[src/rtl/tge_pkt_sched_if.sv]
// ============================================================================
//  tge_pkt_sched_if : channel-side and 10GbE-side signals of the packet
//  scheduler, grouped for connection between the scheduler and its neighbours.
//  Revision: 1.0
// ============================================================================
`default_nettype none

interface tge_pkt_sched_if;
  logic        i_req0;
  logic        i_req1;
  logic [63:0] i_data0;
  logic [63:0] i_data1;
  logic        i_valid0;
  logic        i_valid1;
  logic        o_ready0;
  logic        o_ready1;
  logic        tx_afull;
  logic [63:0] tx_data;
  logic        tx_valid;
  logic        tx_eof;
  logic [31:0] o_pkt_cnt0;
  logic [31:0] o_pkt_cnt1;
  logic        o_busy;

  modport master (
    input  i_req0, i_req1, i_data0, i_data1, i_valid0, i_valid1, tx_afull,
    output o_ready0, o_ready1, tx_data, tx_valid, tx_eof,
           o_pkt_cnt0, o_pkt_cnt1, o_busy
  );

  modport slave (
    output i_req0, i_req1, i_data0, i_data1, i_valid0, i_valid1, tx_afull,
    input  o_ready0, o_ready1, tx_data, tx_valid, tx_eof,
           o_pkt_cnt0, o_pkt_cnt1, o_busy
  );
endinterface

`default_nettype wire

[src/rtl/tge_pkt_sched.sv]
// ============================================================================
//  tge_pkt_sched : per-packet round-robin scheduler merging two serialized
//  64-bit channels onto one 10GbE transmit port (header + payload + gap).
//  Revision: 1.0
// ============================================================================
`default_nettype none

module tge_pkt_sched #(
  parameter int PAYLOAD_WORDS = 128,
  parameter int GAP_CYCLES    = 16,
  parameter int SEQ_WIDTH     = 48
) (
  input  logic clk,
  input  logic rst,
  input  logic ce,
  tge_pkt_sched_if.master bus
);

  localparam int WCW = $clog2(PAYLOAD_WORDS);
  localparam int GCW = $clog2(GAP_CYCLES + 1);

  typedef enum logic [1:0] {
    S_IDLE    = 2'd0,
    S_HEADER  = 2'd1,
    S_PAYLOAD = 2'd2,
    S_GAP     = 2'd3
  } state_t;

  state_t               state_q,      state_d;
  logic                 grant_q,      grant_d;
  logic                 last_grant_q, last_grant_d;
  logic [SEQ_WIDTH-1:0] seq_q,        seq_d;
  logic [WCW-1:0]       wcnt_q,       wcnt_d;
  logic [GCW-1:0]       gcnt_q,       gcnt_d;
  logic [63:0]          tx_data_q,    tx_data_d;
  logic                 tx_valid_q,   tx_valid_d;
  logic                 tx_eof_q,     tx_eof_d;
  logic [31:0]          pkt_cnt0_q,   pkt_cnt0_d;
  logic [31:0]          pkt_cnt1_q,   pkt_cnt1_d;

  logic        w_valid_g;
  logic [63:0] w_data_g;

  assign w_valid_g = grant_q ? bus.i_valid1 : bus.i_valid0;
  assign w_data_g  = grant_q ? bus.i_data1  : bus.i_data0;

  always_comb begin
    state_d      = state_q;
    grant_d      = grant_q;
    last_grant_d = last_grant_q;
    seq_d        = seq_q;
    wcnt_d       = wcnt_q;
    gcnt_d       = gcnt_q;
    tx_data_d    = tx_data_q;
    tx_valid_d   = 1'b0;
    tx_eof_d     = 1'b0;
    pkt_cnt0_d   = pkt_cnt0_q;
    pkt_cnt1_d   = pkt_cnt1_q;

    case (state_q)
      S_IDLE: begin
        if (!bus.tx_afull && (bus.i_req0 || bus.i_req1)) begin
          // A tie goes to the channel that did not win last time.
          if (bus.i_req0 && bus.i_req1) grant_d = ~last_grant_q;
          else                          grant_d = bus.i_req1;
          last_grant_d = grant_d;
          state_d      = S_HEADER;
        end
      end
      S_HEADER: begin
        tx_data_d  = {7'd0, grant_q, 56'(seq_q)};
        tx_valid_d = 1'b1;
        seq_d      = seq_q + SEQ_WIDTH'(1);
        wcnt_d     = '0;
        state_d    = S_PAYLOAD;
      end
      S_PAYLOAD: begin
        if (w_valid_g) begin
          tx_data_d  = w_data_g;
          tx_valid_d = 1'b1;
          wcnt_d     = wcnt_q + WCW'(1);
          if (wcnt_q == WCW'(PAYLOAD_WORDS - 1)) begin
            tx_eof_d = 1'b1;
            if (grant_q) pkt_cnt1_d = pkt_cnt1_q + 32'd1;
            else         pkt_cnt0_d = pkt_cnt0_q + 32'd1;
            gcnt_d  = '0;
            state_d = S_GAP;
          end
        end
      end
      S_GAP: begin
        gcnt_d = gcnt_q + GCW'(1);
        if (gcnt_q == GCW'(GAP_CYCLES - 1)) begin
          gcnt_d  = '0;
          state_d = S_IDLE;
        end
      end
      default: state_d = S_IDLE;
    endcase
  end

  always_ff @(posedge clk) begin
    if (rst) begin
      state_q      <= S_IDLE;
      grant_q      <= 1'b0;
      last_grant_q <= 1'b1;
      seq_q        <= '0;
      wcnt_q       <= '0;
      gcnt_q       <= '0;
      tx_data_q    <= '0;
      tx_valid_q   <= 1'b0;
      tx_eof_q     <= 1'b0;
      pkt_cnt0_q   <= '0;
      pkt_cnt1_q   <= '0;
    end else if (ce) begin
      state_q      <= state_d;
      grant_q      <= grant_d;
      last_grant_q <= last_grant_d;
      seq_q        <= seq_d;
      wcnt_q       <= wcnt_d;
      gcnt_q       <= gcnt_d;
      tx_data_q    <= tx_data_d;
      tx_valid_q   <= tx_valid_d;
      tx_eof_q     <= tx_eof_d;
      pkt_cnt0_q   <= pkt_cnt0_d;
      pkt_cnt1_q   <= pkt_cnt1_d;
    end
  end

  // The held word reappears once ce returns, so it is masked while stalled.
  assign bus.tx_valid   = tx_valid_q & ce;
  assign bus.tx_eof     = tx_eof_q & ce;
  assign bus.tx_data    = tx_data_q;
  assign bus.o_ready0   = ce && (state_q == S_PAYLOAD) && !grant_q;
  assign bus.o_ready1   = ce && (state_q == S_PAYLOAD) &&  grant_q;
  assign bus.o_pkt_cnt0 = pkt_cnt0_q;
  assign bus.o_pkt_cnt1 = pkt_cnt1_q;
  assign bus.o_busy     = (state_q != S_IDLE);

endmodule

`default_nettype wire

[src/flat_wrapper.sv]
// flat-port wrapper written by rule: the top's interface ports become plain ports
module tge_pkt_sched_flat 
#(
  parameter int PAYLOAD_WORDS = 128,
  parameter int GAP_CYCLES    = 16,
  parameter int SEQ_WIDTH     = 48
)
  (clk, rst, ce, bus_i_req0, bus_i_req1, bus_i_data0, bus_i_data1, bus_i_valid0, bus_i_valid1, bus_tx_afull, bus_o_ready0, bus_o_ready1, bus_tx_data, bus_tx_valid, bus_tx_eof, bus_o_pkt_cnt0, bus_o_pkt_cnt1, bus_o_busy);
  tge_pkt_sched_if bus_i ();
  input  logic clk;
  input  logic rst;
  input  logic ce;
  input wire logic [$bits(bus_i.i_req0)-1:0] bus_i_req0;
  input wire logic [$bits(bus_i.i_req1)-1:0] bus_i_req1;
  input wire logic [$bits(bus_i.i_data0)-1:0] bus_i_data0;
  input wire logic [$bits(bus_i.i_data1)-1:0] bus_i_data1;
  input wire logic [$bits(bus_i.i_valid0)-1:0] bus_i_valid0;
  input wire logic [$bits(bus_i.i_valid1)-1:0] bus_i_valid1;
  input wire logic [$bits(bus_i.tx_afull)-1:0] bus_tx_afull;
  output wire logic [$bits(bus_i.o_ready0)-1:0] bus_o_ready0;
  output wire logic [$bits(bus_i.o_ready1)-1:0] bus_o_ready1;
  output wire logic [$bits(bus_i.tx_data)-1:0] bus_tx_data;
  output wire logic [$bits(bus_i.tx_valid)-1:0] bus_tx_valid;
  output wire logic [$bits(bus_i.tx_eof)-1:0] bus_tx_eof;
  output wire logic [$bits(bus_i.o_pkt_cnt0)-1:0] bus_o_pkt_cnt0;
  output wire logic [$bits(bus_i.o_pkt_cnt1)-1:0] bus_o_pkt_cnt1;
  output wire logic [$bits(bus_i.o_busy)-1:0] bus_o_busy;
  assign bus_i.i_req0 = bus_i_req0;
  assign bus_i.i_req1 = bus_i_req1;
  assign bus_i.i_data0 = bus_i_data0;
  assign bus_i.i_data1 = bus_i_data1;
  assign bus_i.i_valid0 = bus_i_valid0;
  assign bus_i.i_valid1 = bus_i_valid1;
  assign bus_i.tx_afull = bus_tx_afull;
  assign bus_o_ready0 = bus_i.o_ready0;
  assign bus_o_ready1 = bus_i.o_ready1;
  assign bus_tx_data = bus_i.tx_data;
  assign bus_tx_valid = bus_i.tx_valid;
  assign bus_tx_eof = bus_i.tx_eof;
  assign bus_o_pkt_cnt0 = bus_i.o_pkt_cnt0;
  assign bus_o_pkt_cnt1 = bus_i.o_pkt_cnt1;
  assign bus_o_busy = bus_i.o_busy;
  tge_pkt_sched #(.PAYLOAD_WORDS(PAYLOAD_WORDS), .GAP_CYCLES(GAP_CYCLES), .SEQ_WIDTH(SEQ_WIDTH)) u_core (.clk(clk), .rst(rst), .ce(ce), .bus(bus_i));
endmodule
[config.mk]
export PLATFORM = sky130hd
export DESIGN_NAME = tge_pkt_sched_flat
export DESIGN_NICKNAME = d
export VERILOG_FILES = /design/src/rtl/tge_pkt_sched_if.sv /design/src/rtl/tge_pkt_sched.sv /design/src/flat_wrapper.sv
export SDC_FILE = /design/constraint.sdc
export NUM_CORES = 1
export LEC_CHECK = 0
export BUFFER_PORTS_ARGS = -buffer_cell sky130_fd_sc_hd__buf_2
export CORE_MARGIN = 2
export CORE_UTILIZATION = 37
export DETAILED_ROUTE_END_ITERATION = 12
export PLACE_DENSITY = 0.66
export RECOVER_POWER = 50
export SETUP_SLACK_MARGIN = 0.15
export SYNTH_ARGS = -nofsm -noshare
export SYNTH_HDL_FRONTEND = slang
export SYNTH_SLANG_ARGS = --single-unit
[constraint.sdc]
create_clock -name clk -period 4.4 [get_ports clk]
set_input_delay 0.44 -clock clk [delete_from_list [all_inputs] [get_ports clk]]
set_output_delay 0.44 -clock clk [all_outputs]
set_load 0.05 [all_outputs]
==> flow_metrics.env, run 1 <==
export IMPL_ys_seq_elements=194
export IMPL_final_max_slew_viol_count=126
export IMPL_area_growth_pct=21.7
export IMPL_cts_hold_buf=0
export IMPL_grt_max_degree=127
export IMPL_async_flop_share_pct=0
export IMPL_rr_startpoint="u_core.state_q[1]"
export IMPL_fin_util_pct=45.6
export IMPL_clkSinkCount=194
export IMPL_tightest_slew_ns=2.67
export IMPL_diodes=0
export IMPL_rows=58
export IMPL_maxSlewHeadroom_pct=-78.1
export IMPL_yosysUniqueCellTypes=51
export IMPL_fin_crit_sh_pct=74.9
export IMPL_reg2reg_slack_ns=1.10
export IMPL_synth_enable_flop_cells=0
export IMPL_clock_latency_ns=0.44
export IMPL_via_count=8992
export IMPL_p_leak_nw=3.95
export IMPL_total_power_mw=3.73
export IMPL_cp_data_arrival_time_ns=3.49
export IMPL_cap_violations=1
export IMPL_finalHoldViolCount=0
export IMPL_fin_tns_setup_ns=0
export IMPL_endpoint_kind="flip-flop"
export IMPL_synth_flop_cell="dfxtp_1"
export IMPL_grt_usage_pct=19.2
export IMPL_portBuffers=268
export IMPL_ys_top_cells_by_count="194 x dfxtp_1, 142 x nor2_1, 97 x nand2_1"
export IMPL_cts_inserted_buffers=17
export IMPL_yosysMostFrequentCell="dfxtp_1"
export IMPL_tritoncts="yes"
export IMPL_initial_core_util_pct=37.5
export IMPL_ant_nets=0
export IMPL_placed_area_mm2=0.0110
export IMPL_hold_path_cell_count=3
export IMPL_power_density_mw_per_mm2=325
export IMPL_max_freq_ghz=0.303
export IMPL_yosys_area_top_type="dfxtp_1"
export IMPL_worst_path_max_fanout=7
export IMPL_synth_net_count=1230
export IMPL_start_kind="flip-flop"
export IMPL_die_h_um=164
export IMPL_ys_warnings_count=0
export IMPL_violations="max-capacitance violations, max-slew violations"
export IMPL_design_area_mm2=0.0115
export IMPL_clock_path_buffers=2
export IMPL_clk_pin_slew_ns=0.07
export IMPL_synthCells=1084
export IMPL_fin_skew_ns=0.0164
export IMPL_routed_via_density=5.43
export IMPL_antenna_found_initial=0
export IMPL_fp_dieW_um=164
export IMPL_fin_nets=1459
export IMPL_postCtsSetupBuffers=0
export IMPL_rsz0062_at_grt="no"
export IMPL_die_area_mm2=0.0267
export IMPL_grt_overflow=0
export IMPL_period_minus_slack_ns=3.30
export IMPL_startpoint="u_core.state_q[1]"
export IMPL_grt_pass1_wl_um=41500
export IMPL_r2r_cells=7
export IMPL_avgSynthCellArea_um2=8.69
export IMPL_cts_htree_levels=4
export IMPL_grt_pass1_vias=7948
export IMPL_crit_type="flip-flop to flip-flop"
export IMPL_ir_worst_vdd_mv=0.194
export IMPL_dr_pass1_iters=5
export IMPL_core_mm2=0.0251
export IMPL_syn_cell_area_mm2=0.00942
export IMPL_required_ns=4.60
export IMPL_drive_above_1_share_pct=19.2
export IMPL_post_cts_resized=0
export IMPL_ys_seq_area_share_pct=41.2
export IMPL_gp_congestion=0.808
export IMPL_boundaryPins=269
export IMPL_drc=0
export IMPL_outcome="finished, violations left"
export IMPL_crit_end="u_core.seq_q[40]"
export IMPL_root_buffer="clkbuf_16"
export IMPL_synth_area_leaders="dfxtp_1 41%, mux2_2 5.9%, nor2_1 5.7%"
export IMPL_rr_endpoint="u_core.seq_q[40]"
export IMPL_wl_um=26400
export IMPL_wl_per_cell_um=15.9
export IMPL_setup_viol=0
export IMPL_hold_path_class="input port to flip-flop"
export IMPL_yosysTopAreaCellShare_pct=41.2
export IMPL_holdWs_ns=0.297
export IMPL_drt_iter0_markers=742
export IMPL_place_hpwl_um=18200
## critical path, stage by stage (launching register included)
cell and delay [ns]:
dfxtp_1 0.34, inv_1 0.10, ha_1 0.30, nand3_1 0.15, nor4_1 1.12, nand3_1 0.50
o41ai_1 0.46, a21oi_1 0.10
## area by class of cell
| type | count | area [um^2] |
|---|---|---|
| Multi-Input combinational cell | 810 | 5240 |
| Clock buffer | 18 | 439 |
| Clock inverter | 14 | 193 |
| Sequential cell | 194 | 3890 |
| Tap cell | 330 | 413 |
| Fill cell | 2543 | 13600 |
| Timing Repair Buffer | 274 | 1230 |
| Inverter | 16 | 60.1 |
## flip-flops by register name, summed over array words and instances, names as in the netlist
register,count
u_core.bus.o_pkt_cnt0,32
u_core.bus.o_pkt_cnt1,32
u_core.bus.tx_data,64
u_core.gcnt_q,5
u_core.grant_q,1
u_core.last_grant_q,1
u_core.seq_q,48
u_core.state_q,2
u_core.tx_eof_q,1
u_core.tx_valid_q,1
u_core.wcnt_q,7
## layer usage
metal  GRT usage (%)  wire (um)
met2            30.9      11900
met5               0          0
met1            26.2      12400
met4            5.18        330
met3            3.73       1790
## power breakdown
part	leakage [nW]	total (mW)	switching, mW	internal [mW]
Combinational	2.08	0.273	0.172	0.101
Clock	0.306	1.69	0.754	0.933
Sequential	1.56	1.77	0.00653	1.76
## worst min path at each step
| stage | slack [ns] | to | from |
|---|---|---|---|
| 5_1_grt | 0.31 | u_core.grant_q | bus_i_req1 |
| 2_1_floorplan | 0.42 | u_core.gcnt_q[4] | u_core.gcnt_q[4] |
| 4_1_cts | 0.29 | u_core.grant_q | bus_i_req1 |
| 3_3_place_gp | 0.44 | u_core.gcnt_q[4] | u_core.gcnt_q[4] |
| 6_report | 0.30 | u_core.grant_q | bus_i_req1 |
| 3_5_place_dp | 0.44 | u_core.bus.tx_data[62] | u_core.bus.tx_data[62] |
## cells in the final DEF (no fill, tap or decap), types with 4 or more instances in the layout
| master | instances |
|---|---|
| clkbuf_1 | 131 |
| nand2_1 | 97 |
| nand3_1 | 57 |
| nand3_2 | 5 |
| o31ai_1 | 8 |
| inv_1 | 16 |
| xnor2_1 | 26 |
| nor3_1 | 20 |
| a21oi_1 | 65 |
| ha_1 | 9 |
| and2_1 | 8 |
| or3_1 | 13 |
| and3_1 | 17 |
| and4_1 | 8 |
| buf_4 | 5 |
| o211ai_1 | 17 |
| nand4_1 | 60 |
| dfxtp_1 | 193 |
| xor2_1 | 60 |
| o21ai_0 | 20 |
| mux2i_1 | 21 |
| a31o_2 | 4 |
| mux2_2 | 49 |
| nor2b_1 | 5 |
| nand4b_1 | 4 |
| nor4_1 | 18 |
| clkbuf_16 | 17 |
| or4_1 | 8 |
| a222oi_1 | 32 |
| nor2_1 | 140 |
| buf_2 | 136 |
## stage by stage
| step | instances | setup WS (ns) |
|---|---|---|
| floorplan | 1084 | 2.08 |
| global placement | 1624 | 1.48 |
| detailed placement | 1624 | 1.41 |
| CTS | 1656 | 1.43 |
| global route | 1656 | 0.818 |
| finish | 1656 | 1.10 |
## kinds of logic after synthesis
| kind of cell | synth area share, % |
|---|---|
| AO/OA/AOI/OAI | 11.2 |
| XOR/XNOR | 8.00 |
| adder cells (fa/ha/maj) | 1.33 |
| buffers and inverters | 3.28 |
| flip-flops | 41.2 |
| multiplexers | 8.09 |
| AND/OR/NAND/NOR | 26.9 |
Note: power is estimated with default switching activity, not from simulation.
==> run 2, diff against run 1 <==
==> constraint.sdc (replaced) <==
create_clock -name clk -period 3.21 [get_ports clk]
set_input_delay 0.321 -clock clk [delete_from_list [all_inputs] [get_ports clk]]
set_output_delay 0.321 -clock clk [all_outputs]
set_load 0.05 [all_outputs]
==> flow_metrics.env, run 2 (synthesis gave the netlist of run 1 again) <==
export IMPL_grt_max_degree=110
export IMPL_final_cell_mix="193 x dfxtp_1, 140 x nor2_1, 136 x buf_2"
export IMPL_intPower_mw=3.80
export IMPL_die_h_um=164
export IMPL_fin_nets=1473
export IMPL_grt_pass1_wl_um=41500
export IMPL_rsz0062_at_grt="no"
export IMPL_p_leak_nw=4.02
export IMPL_largest_reg_flops=64
export IMPL_clk_pin_slew_ns=0.07
export IMPL_core_mm2=0.0251
export IMPL_ir_worst_vdd_mv=0.264
export IMPL_outcome="completed"
export IMPL_maxSlewHeadroom_pct=40.5
export IMPL_fin_skew_ns=0.0166
export IMPL_pwr_share_clk_pct=44.3
export IMPL_worst_path_max_fanout=14
export IMPL_drt_iter0_markers=731
export IMPL_dp_slack_ns=0.762
export IMPL_postCtsSetupBuffers=0
export IMPL_gp_congestion=0.801
export IMPL_drc=0
export IMPL_endpoint_kind="flip-flop"
export IMPL_initial_core_util_pct=37.5
export IMPL_cts_htree_levels=4
export IMPL_clkSinkCount=194
export IMPL_wl_um=26400
export IMPL_fin_crit_sh_pct=84.5
export IMPL_final_max_slew_viol_count=0
export IMPL_combPwrFrac_pct=7.5
export IMPL_setup_viol=0
export IMPL_tightest_slew_ns=0.890
export IMPL_routed_via_density=5.33
export IMPL_root_buffer="clkbuf_16"
export IMPL_cts_hold_buf=0
export IMPL_final_common_cell="dfxtp_1"
export IMPL_place_hpwl_um=18800
export IMPL_dr_pass1_iters=6
export IMPL_tritoncts="yes"
export IMPL_ant_nets=0
export IMPL_wl_per_cell_um=15.8
export IMPL_setup_slack_ns=0.499
export IMPL_period_minus_slack_ns=2.71
export IMPL_die_area_mm2=0.0267
export IMPL_required_ns=3.57
export IMPL_fp_dieW_um=164
export IMPL_power_density_mw_per_mm2=437
export IMPL_power_switching_mw=1.24
export IMPL_drive_above_1_share_pct=19.7
export IMPL_hold_path_class="input port to flip-flop"
export IMPL_via_count=8911
export IMPL_p_sw_share_pct=24.6
export IMPL_rows=58
export IMPL_grt_pass1_vias=8079
export IMPL_cap_violations=0
export IMPL_cts_inserted_buffers=17
export IMPL_grt_usage_pct=19.2
export IMPL_antenna_found_initial=1
export IMPL_clock_path_buffers=2
export IMPL_finalHoldViolCount=0
export IMPL_cp_data_arrival_time_ns=3.07
export IMPL_grt_overflow=0
export IMPL_start_kind="flip-flop"
export IMPL_portBuffers=268
export IMPL_post_cts_resized=0
export IMPL_fin_tns_setup_ns=0
export IMPL_clock_latency_ns=0.43
export IMPL_crit_type="flip-flop to flip-flop"
export IMPL_boundaryPins=269
export IMPL_max_freq_ghz=0.369
export IMPL_area_growth_pct=22.4
export IMPL_p_seq_share_pct=48.2
## run 2: layer usage
layer / part of all wire, % / track usage [%] / routed length (um)
met1: 47 / 26.6 / 12500
met2: 45 / 30.0 / 11800
met3: 6.7 / 4.11 / 1760
met4: 1.3 / 5.42 / 356
met5: 0 / 0 / 0
## run 2: stage by stage
stage               cells  hold WS, ns  cell area (um^2)  utilization (%)  power [mW]
global route         1671        0.193             11500             45.9        5.24
finish               1671        0.198             11500             45.9        5.04
floorplan            1084        0.424              9420                -        2.71
global placement     1638        0.436             11100             44.2        2.86
detailed placement   1638        0.441             11100             44.2        2.87
CTS                  1670        0.181             11700             46.6        5.10
## run 2: final timing paths
kind | from | to | slack, ns | cells after the start
worst min-delay path | bus_i_req1 | u_core.grant_q | 0.20 | 3
worst max register to register | u_core.state_q[1] | u_core.seq_q[41] | 0.50 | 8
worst min register to register | u_core.tx_valid_q | u_core.tx_valid_q | 0.45 | 2
worst max-delay path | u_core.state_q[1] | u_core.seq_q[41] | 0.50 | 8
## run 2: critical path: stages (launching register included)
cell and delay (ns):
dfxtp_1 0.34, inv_1 0.11, ha_1 0.29, and2_0 0.28, nand4_1 0.12, clkbuf_1 0.33, or4_4 0.55, or4_1 0.48
a21oi_1 0.15
## run 2: power by group through the flow
stage	combinational [mW]	clock [mW]	sequential [mW]
3_5_place_dp	0.383	0	2.49
5_1_grt	0.415	2.40	2.43
2_1_floorplan	0.206	0	2.50
3_3_place_gp	0.378	0	2.49
4_1_cts	0.385	2.29	2.43
6_report	0.379	2.23	2.43
## run 2: area by class of cell
class	instances	area, um^2
Tap cell	330	413
Timing Repair Buffer	288	1320
Multi-Input combinational cell	810	5240
Clock buffer	18	429
Inverter	16	60.1
Sequential cell	194	3890
Antenna cell	1	2.50
Fill cell	2552	13600
Clock inverter	14	174
